### config.mk
export PLATFORM = sky130hd
export DESIGN_NAME = closest_hit_dispatch_flat
export DESIGN_NICKNAME = d
export VERILOG_FILES = /design/src/rtl/closest_hit_dispatch_pkg.sv /design/src/rtl/closest_hit_dispatch_if.sv /design/src/rtl/closest_hit_dispatch_float_pos_lt.sv /design/src/rtl/closest_hit_dispatch.sv /design/src/flat_wrapper.sv
export SDC_FILE = /design/constraint.sdc
export NUM_CORES = 1
export LEC_CHECK = 0
export BUFFER_PORTS_ARGS = -buffer_cell sky130_fd_sc_hd__buf_2
export CAP_MARGIN = 15
export CORE_AREA = 2 2 337 339
export CTS_CLUSTER_DIAMETER = 50
export DETAILED_ROUTE_END_ITERATION = 6
export DIE_AREA = 0 0 339 341
export GPL_ROUTABILITY_DRIVEN = 1
export PLACE_DENSITY = 0.45
export SYNTH_ARGS = -nofsm -noshare
export SYNTH_HDL_FRONTEND = slang
export SYNTH_SLANG_ARGS = --single-unit
export TNS_END_PERCENT = 10
### constraint.sdc
create_clock -name aclk -period 5.08 [get_ports aclk]
set_input_delay 0.508 -clock aclk [delete_from_list [all_inputs] [get_ports aclk]]
set_output_delay 0.508 -clock aclk [all_outputs]
set_load 0.05 [all_outputs]
### src/rtl/closest_hit_dispatch_pkg.sv
// Shared types and IEEE float field helpers for the closest-hit dispatcher.
// Helpers take the format width at call time so one package serves SIZE=32 and SIZE=64.
package closest_hit_dispatch_pkg;

    typedef enum logic [1:0] {
        ST_IDLE    = 2'd0,
        ST_COLLECT = 2'd1,
        ST_EMIT    = 2'd2,
        ST_MISS    = 2'd3
    } state_t;

    localparam int MAX_W = 64;

    function automatic logic fp_sign(input logic [MAX_W-1:0] f, input int size);
        return f[size-1];
    endfunction

    function automatic logic [MAX_W-1:0] fp_exp(input logic [MAX_W-1:0] f, input int size,
                                                input int exp_bits);
        return (f >> (size - 1 - exp_bits)) & ((64'd1 << exp_bits) - 64'd1);
    endfunction

    function automatic logic [MAX_W-1:0] fp_mag(input logic [MAX_W-1:0] f, input int size);
        return f & ((64'd1 << (size - 1)) - 64'd1);
    endfunction

    // Rejects negatives, +/-0, infinities and NaNs; subnormals are valid hits.
    function automatic logic float_is_pos_finite(input logic [MAX_W-1:0] f, input int size,
                                                 input int exp_bits);
        logic [MAX_W-1:0] exp_ones;
        exp_ones = (64'd1 << exp_bits) - 64'd1;
        return !fp_sign(f, size) && (fp_mag(f, size) != '0) &&
               (fp_exp(f, size, exp_bits) != exp_ones);
    endfunction

endpackage

### src/rtl/closest_hit_dispatch_if.sv
// Stream bundle between the candidate producer, the dispatcher and the hit-point stage.
// master is the dispatcher side; slave is its environment.
interface closest_hit_dispatch_if #(
    parameter int SIZE  = 32,
    parameter int IDX_W = 8
);
    logic [6*SIZE-1:0] ray_in_tdata;
    logic              ray_in_tvalid;
    logic              ray_in_tready;

    logic [6*SIZE-1:0] cand_tdata;
    logic [SIZE-1:0]   cand_t;
    logic              cand_is_cylinder;
    logic              cand_tlast;
    logic              cand_tvalid;
    logic              cand_tready;

    logic [6*SIZE-1:0] obj_axis_tdata;
    logic              obj_axis_is_cylinder;
    logic              obj_axis_tvalid;
    logic              obj_axis_tready;

    logic [SIZE-1:0]   t_axis_tdata;
    logic              t_axis_tvalid;
    logic              t_axis_tready;

    logic [6*SIZE-1:0] ray_axis_tdata;
    logic              ray_axis_tvalid;
    logic              ray_axis_tready;

    logic [IDX_W-1:0]  hit_idx;
    logic              miss_tvalid;
    logic              miss_tready;

    modport master (
        input  ray_in_tdata, ray_in_tvalid,
        output ray_in_tready,
        input  cand_tdata, cand_t, cand_is_cylinder, cand_tlast, cand_tvalid,
        output cand_tready,
        output obj_axis_tdata, obj_axis_is_cylinder, obj_axis_tvalid,
        input  obj_axis_tready,
        output t_axis_tdata, t_axis_tvalid,
        input  t_axis_tready,
        output ray_axis_tdata, ray_axis_tvalid,
        input  ray_axis_tready,
        output hit_idx, miss_tvalid,
        input  miss_tready
    );

    modport slave (
        output ray_in_tdata, ray_in_tvalid,
        input  ray_in_tready,
        output cand_tdata, cand_t, cand_is_cylinder, cand_tlast, cand_tvalid,
        input  cand_tready,
        input  obj_axis_tdata, obj_axis_is_cylinder, obj_axis_tvalid,
        output obj_axis_tready,
        input  t_axis_tdata, t_axis_tvalid,
        output t_axis_tready,
        input  ray_axis_tdata, ray_axis_tvalid,
        output ray_axis_tready,
        input  hit_idx, miss_tvalid,
        output miss_tready
    );
endinterface

### src/rtl/closest_hit_dispatch_float_pos_lt.sv
// Positive-float validity check and ordering compare for nearest-hit selection.
// The stored best is always a valid positive float, so only its magnitude is needed.
module float_pos_lt
    import closest_hit_dispatch_pkg::*;
#(
    parameter int SIZE     = 32,
    parameter int EXP_BITS = 8
) (
    input  logic [SIZE-1:0] a,
    input  logic [SIZE-2:0] b_mag,
    output logic            a_valid,
    output logic            a_lt_b
);
    logic [MAX_W-1:0] a_ext;

    assign a_ext   = MAX_W'(a);
    assign a_valid = float_is_pos_finite(a_ext, SIZE, EXP_BITS);
    // Positive IEEE floats order the same as their raw bit patterns.
    assign a_lt_b  = a[SIZE-2:0] < b_mag;
endmodule

### src/rtl/closest_hit_dispatch.sv
// Collects per-object candidates for one ray, keeps the nearest positive t and
// dispatches ray/t/object together, or reports a miss when nothing was hit.
module closest_hit_dispatch
    import closest_hit_dispatch_pkg::*;
#(
    parameter int SIZE     = 32,
    parameter int EXP_BITS = 8,
    parameter int IDX_W    = 8
) (
    input  logic aclk,
    input  logic areset,
    closest_hit_dispatch_if.master bus
);
    state_t state, state_nxt;

    logic [6*SIZE-1:0] ray_q;
    logic [6*SIZE-1:0] obj_q;
    logic [SIZE-1:0]   best_t;
    logic              best_cyl;
    logic              best_valid;
    logic [IDX_W-1:0]  idx_cnt;
    logic [IDX_W-1:0]  best_idx;

    logic cand_ok, cand_lt, cand_fire, take, out_fire;

    float_pos_lt #(
        .SIZE     (SIZE),
        .EXP_BITS (EXP_BITS)
    ) u_cmp (
        .a       (bus.cand_t),
        .b_mag   (best_t[SIZE-2:0]),
        .a_valid (cand_ok),
        .a_lt_b  (cand_lt)
    );

    assign cand_fire = (state == ST_COLLECT) && bus.cand_tvalid;
    // Strict less-than keeps the earliest candidate on ties.
    assign take      = cand_fire && cand_ok && (!best_valid || cand_lt);
    assign out_fire  = bus.obj_axis_tready && bus.t_axis_tready && bus.ray_axis_tready;

    always_ff @(posedge aclk) begin
        if (areset) state <= ST_IDLE;
        else        state <= state_nxt;
    end

    always_comb begin
        state_nxt = state;
        case (state)
            ST_IDLE:    if (bus.ray_in_tvalid) state_nxt = ST_COLLECT;
            ST_COLLECT: if (cand_fire && bus.cand_tlast)
                            state_nxt = (best_valid || take) ? ST_EMIT : ST_MISS;
            ST_EMIT:    if (out_fire) state_nxt = ST_IDLE;
            ST_MISS:    if (bus.miss_tready) state_nxt = ST_IDLE;
            default:    state_nxt = ST_IDLE;
        endcase
    end

    always_comb begin
        bus.ray_in_tready   = 1'b0;
        bus.cand_tready     = 1'b0;
        bus.obj_axis_tvalid = 1'b0;
        bus.t_axis_tvalid   = 1'b0;
        bus.ray_axis_tvalid = 1'b0;
        bus.miss_tvalid     = 1'b0;
        case (state)
            ST_IDLE:    bus.ray_in_tready = !areset;
            ST_COLLECT: bus.cand_tready   = 1'b1;
            ST_EMIT: begin
                bus.obj_axis_tvalid = 1'b1;
                bus.t_axis_tvalid   = 1'b1;
                bus.ray_axis_tvalid = 1'b1;
            end
            ST_MISS:    bus.miss_tvalid   = 1'b1;
            default:    ;
        endcase
    end

    always_ff @(posedge aclk) begin
        if (areset) begin
            ray_q      <= '0;
            obj_q      <= '0;
            best_t     <= '0;
            best_cyl   <= 1'b0;
            best_valid <= 1'b0;
            idx_cnt    <= '0;
            best_idx   <= '0;
        end else begin
            if (state == ST_IDLE && bus.ray_in_tvalid) begin
                ray_q      <= bus.ray_in_tdata;
                best_valid <= 1'b0;
                idx_cnt    <= '0;
            end
            if (cand_fire) begin
                if (take) begin
                    obj_q      <= bus.cand_tdata;
                    best_cyl   <= bus.cand_is_cylinder;
                    best_t     <= bus.cand_t;
                    best_idx   <= idx_cnt;
                    best_valid <= 1'b1;
                end
                if (!(&idx_cnt)) idx_cnt <= idx_cnt + 1'b1;
            end
        end
    end

    assign bus.obj_axis_tdata       = obj_q;
    assign bus.obj_axis_is_cylinder = best_cyl;
    assign bus.t_axis_tdata         = best_t;
    assign bus.ray_axis_tdata       = ray_q;
    assign bus.hit_idx              = best_idx;
endmodule

### src/flat_wrapper.sv
// flat-port wrapper written by rule: the top's interface ports become plain ports
module closest_hit_dispatch_flat import closest_hit_dispatch_pkg::*;
#(
    parameter int SIZE     = 32,
    parameter int EXP_BITS = 8,
    parameter int IDX_W    = 8
)
  (aclk, areset, bus_ray_in_tdata, bus_ray_in_tvalid, bus_ray_in_tready, bus_cand_tdata, bus_cand_t, bus_cand_is_cylinder, bus_cand_tlast, bus_cand_tvalid, bus_cand_tready, bus_obj_axis_tdata, bus_obj_axis_is_cylinder, bus_obj_axis_tvalid, bus_obj_axis_tready, bus_t_axis_tdata, bus_t_axis_tvalid, bus_t_axis_tready, bus_ray_axis_tdata, bus_ray_axis_tvalid, bus_ray_axis_tready, bus_hit_idx, bus_miss_tvalid, bus_miss_tready);
  closest_hit_dispatch_if #(.SIZE(SIZE), .IDX_W(IDX_W)) bus_i ();
  input  logic aclk;
  input  logic areset;
  input wire logic [$bits(bus_i.ray_in_tdata)-1:0] bus_ray_in_tdata;
  input wire logic [$bits(bus_i.ray_in_tvalid)-1:0] bus_ray_in_tvalid;
  output wire logic [$bits(bus_i.ray_in_tready)-1:0] bus_ray_in_tready;
  input wire logic [$bits(bus_i.cand_tdata)-1:0] bus_cand_tdata;
  input wire logic [$bits(bus_i.cand_t)-1:0] bus_cand_t;
  input wire logic [$bits(bus_i.cand_is_cylinder)-1:0] bus_cand_is_cylinder;
  input wire logic [$bits(bus_i.cand_tlast)-1:0] bus_cand_tlast;
  input wire logic [$bits(bus_i.cand_tvalid)-1:0] bus_cand_tvalid;
  output wire logic [$bits(bus_i.cand_tready)-1:0] bus_cand_tready;
  output wire logic [$bits(bus_i.obj_axis_tdata)-1:0] bus_obj_axis_tdata;
  output wire logic [$bits(bus_i.obj_axis_is_cylinder)-1:0] bus_obj_axis_is_cylinder;
  output wire logic [$bits(bus_i.obj_axis_tvalid)-1:0] bus_obj_axis_tvalid;
  input wire logic [$bits(bus_i.obj_axis_tready)-1:0] bus_obj_axis_tready;
  output wire logic [$bits(bus_i.t_axis_tdata)-1:0] bus_t_axis_tdata;
  output wire logic [$bits(bus_i.t_axis_tvalid)-1:0] bus_t_axis_tvalid;
  input wire logic [$bits(bus_i.t_axis_tready)-1:0] bus_t_axis_tready;
  output wire logic [$bits(bus_i.ray_axis_tdata)-1:0] bus_ray_axis_tdata;
  output wire logic [$bits(bus_i.ray_axis_tvalid)-1:0] bus_ray_axis_tvalid;
  input wire logic [$bits(bus_i.ray_axis_tready)-1:0] bus_ray_axis_tready;
  output wire logic [$bits(bus_i.hit_idx)-1:0] bus_hit_idx;
  output wire logic [$bits(bus_i.miss_tvalid)-1:0] bus_miss_tvalid;
  input wire logic [$bits(bus_i.miss_tready)-1:0] bus_miss_tready;
  assign bus_i.ray_in_tdata = bus_ray_in_tdata;
  assign bus_i.ray_in_tvalid = bus_ray_in_tvalid;
  assign bus_ray_in_tready = bus_i.ray_in_tready;
  assign bus_i.cand_tdata = bus_cand_tdata;
  assign bus_i.cand_t = bus_cand_t;
  assign bus_i.cand_is_cylinder = bus_cand_is_cylinder;
  assign bus_i.cand_tlast = bus_cand_tlast;
  assign bus_i.cand_tvalid = bus_cand_tvalid;
  assign bus_cand_tready = bus_i.cand_tready;
  assign bus_obj_axis_tdata = bus_i.obj_axis_tdata;
  assign bus_obj_axis_is_cylinder = bus_i.obj_axis_is_cylinder;
  assign bus_obj_axis_tvalid = bus_i.obj_axis_tvalid;
  assign bus_i.obj_axis_tready = bus_obj_axis_tready;
  assign bus_t_axis_tdata = bus_i.t_axis_tdata;
  assign bus_t_axis_tvalid = bus_i.t_axis_tvalid;
  assign bus_i.t_axis_tready = bus_t_axis_tready;
  assign bus_ray_axis_tdata = bus_i.ray_axis_tdata;
  assign bus_ray_axis_tvalid = bus_i.ray_axis_tvalid;
  assign bus_i.ray_axis_tready = bus_ray_axis_tready;
  assign bus_hit_idx = bus_i.hit_idx;
  assign bus_miss_tvalid = bus_i.miss_tvalid;
  assign bus_i.miss_tready = bus_miss_tready;
  closest_hit_dispatch #(.SIZE(SIZE), .EXP_BITS(EXP_BITS), .IDX_W(IDX_W)) u_core (.aclk(aclk), .areset(areset), .bus(bus_i));
endmodule
==> key figures <==
Outcome
  – Status: completed

Worst setup path
  – R2r setup slk: 1.76 ns
  – Worst setup SP type: flop
  – Critical Path RT: 5.62 ns
  – Critical Path End Type: flop
  – Number of buffers and inverters on the critical path: 2
  – CP max FO: 41
  – Critical path's slowest cell: nor2_4
  – Worst EP arrival: 3.86 ns
  – Crit Path Class: reg2reg
  – Worst path top cell family by delay: simple AND/OR/NAND/NOR gates
  – Crit-path cells: inv_1, ha_1, nand4_1, nor4_1, a221o_1, a211o_1, a31oi_4, nor2_4, buf_12, mux2i_1
  – Crit-path max cell delay: 0.72 ns

Floorplan
  – Die Height: 341 um
  – Die Wd: 339 um
  – Full die area: 116000 um^2
  – Core area: 112000 um^2
  – # IOs: 857
  – Starting density of the core: 0.162
  – Row Count: 123

STA
  – Slew Limit Fails: 0
  – Tcrit/Tclk final: 0.654
  – Fin Clk Skew: 0.0314 ns
  – Unrepaired setup endpoints after global routing: no
  – Fin crit period: 3.32 ns
  – Final-report hold violation count: 0
  – Worst rel slew slack: 0.311
  – Final Setup Violations: 0
  – Fmax: 301 MHz
  – Worst-margin pin slew: 1.03 ns
  – Final setup TNS: 0 ns

Synth
  – Mapped Area: 18100 um^2
  – Mux share of post-synthesis cell area: 0.112
  – Async S/R FF share, synth: 0
  – Ys flop type: dfxtp_1
  – Synth Area per Inst: 8.83 um^2
  – Number of synthesized register bits: 436
  – Sequential-to-total area share from yosys stat: 0.482
  – YS warnings: 0
  – Distinct cells, synth: 41
  – Synthesized net count: 2505
  – Compound-Gate Fraction of Synth Area: 0.0858
  – Post-Synth XOR/XNOR Area: 0
  – Synth area leader: dfxtp_1
  – Synth Area in Adders: 0.0214
  – Synth top area cells: dfxtp_1 (48%), nand2b_1 (14%), mux2i_1 (11%)
  – Gate Count Post-Synth: 2048
  – Post-synthesis simple-gate area fraction: 0.252
  – Post-synth top area share: 0.482
  – Main combinational cell family by area after synthesis: simple AND/OR/NAND/NOR gates
  – Number of synthesized flops with an enable pin: 0
  – Commonest cells in the netlist: dfxtp_1 (436), nand2_1 (404), nand2b_1 (404), a21oi_1 (244), mux2i_1 (202)
  – Top-count cell post-synth: dfxtp_1

Detailed routing
  – Via/cell ratio: 3.78
  – Residual DRC count: 0
  – Antenna-violating nets left: 0
  – DRT Wirelength: 74200 um
  – Vias post-DR: 16806
  – Iter 0 DRT Violations: 551
  – WL per Instance: 16.7 um
  – TritonRoute pass-1 iters: 5

Clocking
  – Setup bufs post-CTS: 0
  – Clk sinks: 436
  – Maximum root-to-sink buffer count: 3
  – Worst-Skew Late Latency: 0.63 ns
  – CTS tree: done
  – Htree depth: 3
  – TritonCTS Buffers: 80
  – Clk slew on worst S/H paths: 0.05 ns
  – Post-cts resize count: 0
  – # hold bufs at CTS: 0
  – CTS root buffer: clkbuf_16

Pwr
  – Switch Pwr: 3360 uW
  – P per Cell Area: 415 nW/um^2
  – Sequential power share: 0.336
  – Maximum vdd drop: 0.270 mV
  – Sw Share: 0.304
  – P_int: 7700 uW
  – Comb pwr share: 0.164
  – Clock network power share: 0.500
  – Leakage: 0.0129 uW

GRT
  – Initial antenna violation count: 25
  – Vias in the first global route: 16881
  – First-pass GRT wire length: 108000 um
  – Gr ovfl total: 0
  – Total Routing Usage GR: 0.122
  – Largest net degree at the start of global routing: 206

Placement
  – I/O Buffers: 856
  – GP Congestion: 0.810
  – Dpl hpwl: 55400 um
  – Placed cell area: 23900 um^2
  – Post-placement cell count: 4280

Finish
  – Final Cell Area: 26700 um^2
  – Net count reported at finish: 3319
  – Share of layout cells above drive strength 1: 0.352
  – Final non-filler cell total: 4443
  – Layout area overhead: 47.5%

Job
  – Maxcap violations: 0

Worst hold path
  – Worst hold path type: in2reg
cells in the final DEF, fill, tap and decap left out, drive strengths merged, types with 3 or more instances in the layout:
cell type and count:
a21oi 244, or3 30, nand2 404, inv 41, o21ai 42, and4 3
a311oi 3, clkinvlp 7, nor2 20, diode 14, bufinv 8, nand2b 404
nand4 4, nand3 8, nor4 8, nor2b 3, buf 883, mux2i 202
clkbuf 103, dfxtp 436, ha 31, nor3 3, clkinv 23
worst reg2reg max path, stage by stage (launching register included):
cell and delay (ns):
dfxtp_1 0.32, inv_1 0.06, ha_1 0.30, nand4_1 0.15, nor4_1 0.61, a221o_1 0.24, a211o_1 0.14, a31oi_4 0.06
nor2_4 0.72, buf_12 0.37, mux2i_1 0.29
cell type report:
cell class	instances	area, um^2
flip-flops and latches	436	8730
multi-input cells	1428	8540
inverters	33	124
fillers	12453	85200
diodes	14	35.0
repair buffers	883	4600
clock inverters	46	531
well taps	1500	1880
clock buffers	103	2250
metal layers:
| layer | track usage | part of all wire |
|---|---|---|
| met3 | 0.0539 | 0.096 |
| met5 | 0 | 0.0011 |
| met4 | 0.0488 | 0.029 |
| met2 | 0.210 | 0.48 |
| met1 | 0.131 | 0.39 |
through the flow:
step / setup WS [ns] / util / total power [uW] / hold WS (ns)
2_1_floorplan: 2.24 / - / 5020 / 0.445
3_3_place_gp: 1.55 / 0.213 / 5620 / 0.438
3_5_place_dp: 1.43 / 0.213 / 5630 / 0.443
4_1_cts: 1.69 / 0.238 / 11300 / 0.0391
5_1_grt: 1.52 / 0.238 / 11500 / 0.0591
6_report: 1.76 / 0.239 / 11100 / 0.108
path summary, 6_finish.rpt:
kind                                                from                                           to  depth (start not counted)
max             u_core.bus.t_axis_tdata[30]$_SDFFE_PP0P_  u_core.bus.obj_axis_tdata[187]$_SDFFE_PP0P_                         10
min                                 bus_ray_in_tdata[38]   u_core.bus.ray_axis_tdata[38]$_SDFFE_PP0P_                          3
max reg2reg     u_core.bus.t_axis_tdata[30]$_SDFFE_PP0P_  u_core.bus.obj_axis_tdata[187]$_SDFFE_PP0P_                         10
min reg2reg  u_core.bus.ray_axis_tdata[108]$_SDFFE_PP0P_  u_core.bus.ray_axis_tdata[108]$_SDFFE_PP0P_                          2
flip-flops by register name, summed over array words and instances (netlist names):
register,flops
u_core.idx_cnt,8
u_core.best_valid,1
u_core.bus.obj_axis_is_cylinder,1
u_core.bus.ray_axis_tdata,192
u_core.bus.hit_idx,8
u_core.bus.obj_axis_tdata,192
u_core.bus.t_axis_tdata,32
u_core.state,2
power by group through the flow:
stage,Clock [uW],Combinational (uW),Sequential [uW]
floorplan,0,584,4440
global placement,0,1840,3780
detailed placement,0,1840,3790
CTS,5720,1840,3720
global route,5860,1940,3740
finish,5530,1810,3720
cell families after synthesis:
logic type / count (synthesis)
fa+ha+maj: 31
compound gates: 299
simple gates: 895
flops: 436
buf+inv: 184
mux: 203
(Power assumes the default switching activity.)
